===== src/rtl/pwm_duty_button_conditioner_if.sv =====
// Button/pulse bundle between the UI pins and the PWM step logic.
// master drives the raw buttons; slave is the conditioner.
interface pwm_duty_button_conditioner_if;
    logic ui_increase_btn;
    logic ui_decrease_btn;
    logic duty_inc;
    logic duty_dec;
    logic btn_conflict;

    modport master (
        output ui_increase_btn,
        output ui_decrease_btn,
        input  duty_inc,
        input  duty_dec,
        input  btn_conflict
    );

    modport slave (
        input  ui_increase_btn,
        input  ui_decrease_btn,
        output duty_inc,
        output duty_dec,
        output btn_conflict
    );
endinterface


===== src/rtl/pwm_duty_button_conditioner.sv =====
// Sync, debounce, optional auto-repeat and arbitration for the duty buttons.
// Auto-repeat is built only when PWM_BTN_AUTO_REPEAT_EN is defined.
module pwm_duty_button_conditioner #(
    parameter int TICK_DIV           = 4,
    parameter int DEBOUNCE_TICKS     = 3,
    parameter int REPEAT_DELAY_TICKS = 8,
    parameter int REPEAT_RATE_TICKS  = 2
) (
    input logic clk,
    input logic rst,
    pwm_duty_button_conditioner_if.slave bus
);

    localparam int RMAX = (REPEAT_DELAY_TICKS > REPEAT_RATE_TICKS) ?
                          REPEAT_DELAY_TICKS : REPEAT_RATE_TICKS;
    localparam int CMAX = (DEBOUNCE_TICKS > RMAX) ? DEBOUNCE_TICKS : RMAX;
    localparam int CW   = $clog2(CMAX + 1);
    localparam int PW   = (TICK_DIV > 1) ? $clog2(TICK_DIV) : 1;

    localparam logic [CW-1:0] DB_N = CW'(DEBOUNCE_TICKS);
`ifdef PWM_BTN_AUTO_REPEAT_EN
    localparam logic [CW-1:0] DLY_N  = CW'(REPEAT_DELAY_TICKS);
    localparam logic [CW-1:0] RATE_N = CW'(REPEAT_RATE_TICKS);
`endif

    typedef enum logic [2:0] {
        IDLE       = 3'd0,
        PRESS_DB   = 3'd1,
        HELD       = 3'd2,
`ifdef PWM_BTN_AUTO_REPEAT_EN
        REPEAT     = 3'd4,
`endif
        RELEASE_DB = 3'd3
    } state_t;

    // bit 0 = increase, bit 1 = decrease throughout
    logic [1:0]    sync1_q;
    logic [1:0]    sync2_q;
    logic [1:0]    s;
    logic [PW-1:0] pre_q;
    logic          tick;
    state_t        state_q [2];
    state_t        state_d [2];
    logic [CW-1:0] cnt_q   [2];
    logic [CW-1:0] cnt_d   [2];
    logic [1:0]    ev;
    logic          inc_q;
    logic          dec_q;
    logic          conf_q;

    function automatic logic [CW-1:0] sat_inc(input logic [CW-1:0] v);
        return (v == '1) ? v : v + CW'(1);
    endfunction

    assign s    = sync2_q;
    assign tick = (pre_q == PW'(TICK_DIV - 1));

    // two-flop synchronisers for the asynchronous button pins
    always_ff @(posedge clk or posedge rst) begin
        if (rst) begin
            sync1_q <= '0;
            sync2_q <= '0;
        end else begin
            sync1_q <= {bus.ui_decrease_btn, bus.ui_increase_btn};
            sync2_q <= sync1_q;
        end
    end

    // shared sample-tick prescaler
    always_ff @(posedge clk or posedge rst) begin
        if (rst) begin
            pre_q <= '0;
        end else if (tick) begin
            pre_q <= '0;
        end else begin
            pre_q <= pre_q + PW'(1);
        end
    end

    // per-button state and counter registers
    always_ff @(posedge clk or posedge rst) begin
        if (rst) begin
            for (int i = 0; i < 2; i++) begin
                state_q[i] <= IDLE;
                cnt_q[i]   <= '0;
            end
        end else begin
            for (int i = 0; i < 2; i++) begin
                state_q[i] <= state_d[i];
                cnt_q[i]   <= cnt_d[i];
            end
        end
    end

    // per-button next state; only tick cycles may move the FSMs
    always_comb begin
        ev = '0;
        for (int i = 0; i < 2; i++) begin
            logic [CW-1:0] inc_c;
            inc_c      = sat_inc(cnt_q[i]);
            state_d[i] = state_q[i];
            cnt_d[i]   = cnt_q[i];
            if (tick) begin
                unique case (state_q[i])
                    IDLE: begin
                        if (s[i]) begin
                            if (DB_N <= CW'(1)) begin
                                state_d[i] = HELD;
                                cnt_d[i]   = '0;
                                ev[i]      = 1'b1;
                            end else begin
                                state_d[i] = PRESS_DB;
                                cnt_d[i]   = CW'(1);
                            end
                        end
                    end
                    PRESS_DB: begin
                        if (!s[i]) begin
                            state_d[i] = IDLE;
                            cnt_d[i]   = '0;
                        end else if (inc_c >= DB_N) begin
                            state_d[i] = HELD;
                            cnt_d[i]   = '0;
                            ev[i]      = 1'b1;
                        end else begin
                            cnt_d[i] = inc_c;
                        end
                    end
                    HELD: begin
                        if (!s[i]) begin
                            state_d[i] = RELEASE_DB;
                            cnt_d[i]   = CW'(1);
                        end
`ifdef PWM_BTN_AUTO_REPEAT_EN
                        else if (inc_c >= DLY_N) begin
                            state_d[i] = REPEAT;
                            cnt_d[i]   = '0;
                            ev[i]      = 1'b1;
                        end else begin
                            cnt_d[i] = inc_c;
                        end
`endif
                    end
`ifdef PWM_BTN_AUTO_REPEAT_EN
                    REPEAT: begin
                        if (!s[i]) begin
                            state_d[i] = RELEASE_DB;
                            cnt_d[i]   = CW'(1);
                        end else if (inc_c >= RATE_N) begin
                            cnt_d[i] = '0;
                            ev[i]    = 1'b1;
                        end else begin
                            cnt_d[i] = inc_c;
                        end
                    end
`endif
                    RELEASE_DB: begin
                        if (s[i]) begin
                            state_d[i] = HELD;
                            cnt_d[i]   = '0;
                        end else if (inc_c >= DB_N) begin
                            state_d[i] = IDLE;
                            cnt_d[i]   = '0;
                        end else begin
                            cnt_d[i] = inc_c;
                        end
                    end
                    default: begin
                        state_d[i] = IDLE;
                        cnt_d[i]   = '0;
                    end
                endcase
            end
        end
    end

    // registered, arbitrated one-cycle output pulses
    always_ff @(posedge clk or posedge rst) begin
        if (rst) begin
            inc_q  <= 1'b0;
            dec_q  <= 1'b0;
            conf_q <= 1'b0;
        end else begin
            inc_q  <= ev[0] & ~ev[1];
            dec_q  <= ev[1] & ~ev[0];
            conf_q <= ev[0] & ev[1];
        end
    end

    assign bus.duty_inc     = inc_q;
    assign bus.duty_dec     = dec_q;
    assign bus.btn_conflict = conf_q;

endmodule


===== src/flat_wrapper.sv =====
// flat-port wrapper written by rule: the top's interface ports become plain ports
module pwm_duty_button_conditioner_flat 
#(
    parameter int TICK_DIV           = 4,
    parameter int DEBOUNCE_TICKS     = 3,
    parameter int REPEAT_DELAY_TICKS = 8,
    parameter int REPEAT_RATE_TICKS  = 2
)
  (clk, rst, bus_ui_increase_btn, bus_ui_decrease_btn, bus_duty_inc, bus_duty_dec, bus_btn_conflict);
  pwm_duty_button_conditioner_if bus_i ();
  input logic clk;
  input logic rst;
  input wire logic [$bits(bus_i.ui_increase_btn)-1:0] bus_ui_increase_btn;
  input wire logic [$bits(bus_i.ui_decrease_btn)-1:0] bus_ui_decrease_btn;
  output wire logic [$bits(bus_i.duty_inc)-1:0] bus_duty_inc;
  output wire logic [$bits(bus_i.duty_dec)-1:0] bus_duty_dec;
  output wire logic [$bits(bus_i.btn_conflict)-1:0] bus_btn_conflict;
  assign bus_i.ui_increase_btn = bus_ui_increase_btn;
  assign bus_i.ui_decrease_btn = bus_ui_decrease_btn;
  assign bus_duty_inc = bus_i.duty_inc;
  assign bus_duty_dec = bus_i.duty_dec;
  assign bus_btn_conflict = bus_i.btn_conflict;
  pwm_duty_button_conditioner #(.TICK_DIV(TICK_DIV), .DEBOUNCE_TICKS(DEBOUNCE_TICKS), .REPEAT_DELAY_TICKS(REPEAT_DELAY_TICKS), .REPEAT_RATE_TICKS(REPEAT_RATE_TICKS)) u_core (.clk(clk), .rst(rst), .bus(bus_i));
endmodule

===== config.mk =====
export PLATFORM = sky130hd
export DESIGN_NAME = pwm_duty_button_conditioner_flat
export DESIGN_NICKNAME = d
export VERILOG_FILES = /design/src/rtl/pwm_duty_button_conditioner_if.sv /design/src/rtl/pwm_duty_button_conditioner.sv /design/src/flat_wrapper.sv
export SDC_FILE = /design/constraint.sdc
export NUM_CORES = 1
export LEC_CHECK = 0
export BUFFER_PORTS_ARGS = -buffer_cell sky130_fd_sc_hd__buf_2
export CAP_MARGIN = 20
export CORE_MARGIN = 5
export CORE_UTILIZATION = 39
export DETAILED_ROUTE_END_ITERATION = 8
export PLACE_DENSITY = 0.66
export SYNTH_ARGS = -nofsm -noshare
export SYNTH_HDL_FRONTEND = slang
export SYNTH_SLANG_ARGS = --single-unit

===== constraint.sdc =====
create_clock -name clk -period 2.2 [get_ports clk]
set_clock_uncertainty 0.1 [all_clocks]
set_input_delay 0.44 -clock clk [delete_from_list [all_inputs] [get_ports clk]]
set_output_delay 0.44 -clock clk [all_outputs]
set_load 0.01 [all_outputs]

==> flow_metrics.tcl <==
set metrics [dict create \
    multi_input_area_um2 389 \
    rows 17 \
    firstDrtPassIters 4 \
    cts.htree.levels 1 \
    vias 583 \
    peakVddDrop_mv 0.508 \
    synth_nets 86 \
    start_kind "flop" \
    place.gp.congestion 0.798 \
    yosys.area.top_type "dfrtp_1" \
    postCtsSetupBuffers 0 \
    final_cell_area_um2 1030 \
    hp-class "input pin to flop" \
    synth.area.top_cells "dfrtp_1 (56%), a221oi_4 (5.6%), ha_1 (4.0%)" \
    die-area_um2 3500 \
    hold_viol 0 \
    syn_to_final_growth_pct 9.16 \
    nets 96 \
    hold_ws_ns 0.146 \
    cts_buffer_depth 2 \
    core_area_um2 2250 \
    tns_ns 0 \
    drtIter0Drc 13 \
    antenna_found_initial 0 \
    cts_tree "done" \
    timing.slew.headroom_pct 49.2 \
    numCtsBuffers 3 \
    fin_ws_ns 0.423 \
    cts_sinks 21 \
    regArea_um2 526 \
    synth_warnings 0 \
    n_fill_cell 229 \
    antenna_cells 0 \
    grt_pass1_wl_um 2560 \
    switching_share_pct 34.1 \
    max_freq_ghz 0.563 \
    post_cts_resized 0 \
    grt_max_degree 22 \
    post-route-min-period_ns 1.78 \
    p_comb_share_pct 30.5 \
    dpl.hpwl_um 1120 \
    power_leakage_uw 0.000462 \
    drc 0 \
    critPathCaptureType "flop" \
    die_h_um 59.2 \
    setup_violations 0 \
    cts_root_buf "clkbuf_4" \
    via_per_inst 5.03 \
    synthFlopType "dfrtp_1" \
    portBuffers 6 \
    syn_inst 79 \
    power_frac_seq_pct 52.2 \
    p_clk_share_pct 17.3 \
    grt-ovfl-total 0 \
    synth-seq-cells 21 \
    clock_latency_ns 0.29 \
    synth.distinct_cells 30 \
    drv_cap 0 \
    cp.required_ns 2.28 \
    fp.dieW_um 59.2 \
    dp_slack_ns 0.444 \
    internal_power_uw 660 \
    syn_area_um2 942 \
    power.density_nw_per_um2 974 \
    crit_path_max_fanout 4 \
    start_util_pct 41.8 \
    syn_area_per_cell_um2 11.9 \
    track_usage_pct 9.73 \
    synth-seq-area-share_pct 55.8 \
    p_switching_uw 342 \
    period_share_pct 80.8 \
    outcome "completed" \
    hold_buffers 0 \
    synth_enable_flop_cells 0 \
    worstMarginPinSlew_ns 0.762 \
    path_clk_slew_ns 0.10 \
    wirelength_um 1410 \
    rsz0062_at_grt "no" \
    arrival_ns 1.85 \
    io_pins 7 \
    ant_nets 0 \
    synthTopCellsByCount "dfrtp_1 (21), nand2_1 (7), inv_1 (5)" \
    synth_top_area_share_pct 55.8 \
    wl_per_cell_um 12.2 \
    grt_pass1_vias 580 \
    placed_area_um2 1000 \
    async_flop_share_pct 100 \
    yosysMostFrequentCell "dfrtp_1" \
    finalMaxSlewViolations 0 \
    drive_gt1_share_pct 19.3 \
    crit_type "flop to flop" \
]
-- metrics by stage --
step	total power (µW)	instances	utilization, %
2_1_floorplan	776	79	-
3_3_place_gp	823	112	44.5
3_5_place_dp	837	112	44.5
4_1_cts	1010	116	45.6
5_1_grt	1080	116	45.6
6_report	1000	116	45.6
-- worst max-delay path, stage by stage, from the launching register on --
cell	delay, ns
dfrtp_1	0.43
ha_1	0.36
a221oi_4	0.33
a21oi_2	0.11
mux2_1	0.33
-- placed cells by master, fill, tap and decap left out, types with 3 or more instances in the layout --
master / Yosys / routed
dfrtp_1: 21 / 21
inv_1: 5 / 5
ha_1: 3 / 3
clkbuf_4: 0 / 3
buf_2: 1 / 6
nor2_1: 4 / 4
nand2_1: 7 / 7
and2_1: 3 / 3
o21ai_0: 4 / 4
-- final timing paths --
path | startpoint | end | slack [ns] | cells after the start
min | bus_ui_decrease_btn | u_core.sync1_q[1] | 0.15 | 1
max reg2reg | u_core.cnt_q[4] | flop | 0.42 | 4
min reg2reg | u_core.sync1_q[1] | u_core.s[1] | 0.27 | 0
min in group asynchronous | rst | u_core.s[1] | 0.17 | 2
max | u_core.cnt_q[4] | flop | 0.42 | 4
max in group asynchronous | rst | u_core.cnt_q[1] | 1.36 | 2
-- cell type report --
| cell class | instances | share of cell area (%) |
|---|---|---|
| Sequential cell | 21 | 51.1 |
| Tap cell | 28 | 3.41 |
| Inverter | 6 | 2.19 |
| Clock buffer | 4 | 2.55 |
| Timing Repair Buffer | 6 | 2.92 |
| Multi-Input combinational cell | 51 | 37.8 |
-- cell families after synthesis --
logic type | after synthesis | share of synthesized area, %
DFF | 21 | 55.8
xor gates and xnor gates | 2 | 1.86
AOI/OAI and AO/OA | 20 | 19.0
and+or+nand+nor | 22 | 12.0
adders and majority gates | 3 | 3.98
muxes | 4 | 4.52
buffers and inverters | 7 | 2.92
-- power groups by stage --
| stage | registers, µW | clock network (µW) | logic, µW |
|---|---|---|---|
| after floorplan | 514 | 0 | 262 |
| after detailed placement | 532 | 0 | 305 |
| after global placement | 528 | 0 | 295 |
| final | 524 | 173 | 305 |
| after global routing | 538 | 201 | 337 |
| after CTS | 524 | 184 | 306 |
-- per-layer routing --
layer / global-route usage [%] / vias to the layer above / wire length [µm] / share of wire, %
met3: 2.61 / 2 / 80 / 5.7
met1: 13.1 / 272 / 694 / 49
met4: 3.88 / 0 / 11 / 0.78
met5: 0 / - / 0 / 0
li1: - / 294 / - / -
met2: 14.8 / 15 / 627 / 44
-- flip-flops by register name, indices dropped and copies added (netlist names), named ones only --
| name | cells |
|---|---|
| u_core.bus.btn_conflict | 1 |
| u_core.bus.duty_dec | 1 |
| u_core.bus.duty_inc | 1 |
| u_core.cnt_q | 8 |
| u_core.pre_q | 2 |
| u_core.s | 2 |
| u_core.state_q | 2 |
| u_core.sync1_q | 2 |
No activity file was read; power rests on OpenSTA's default activity.
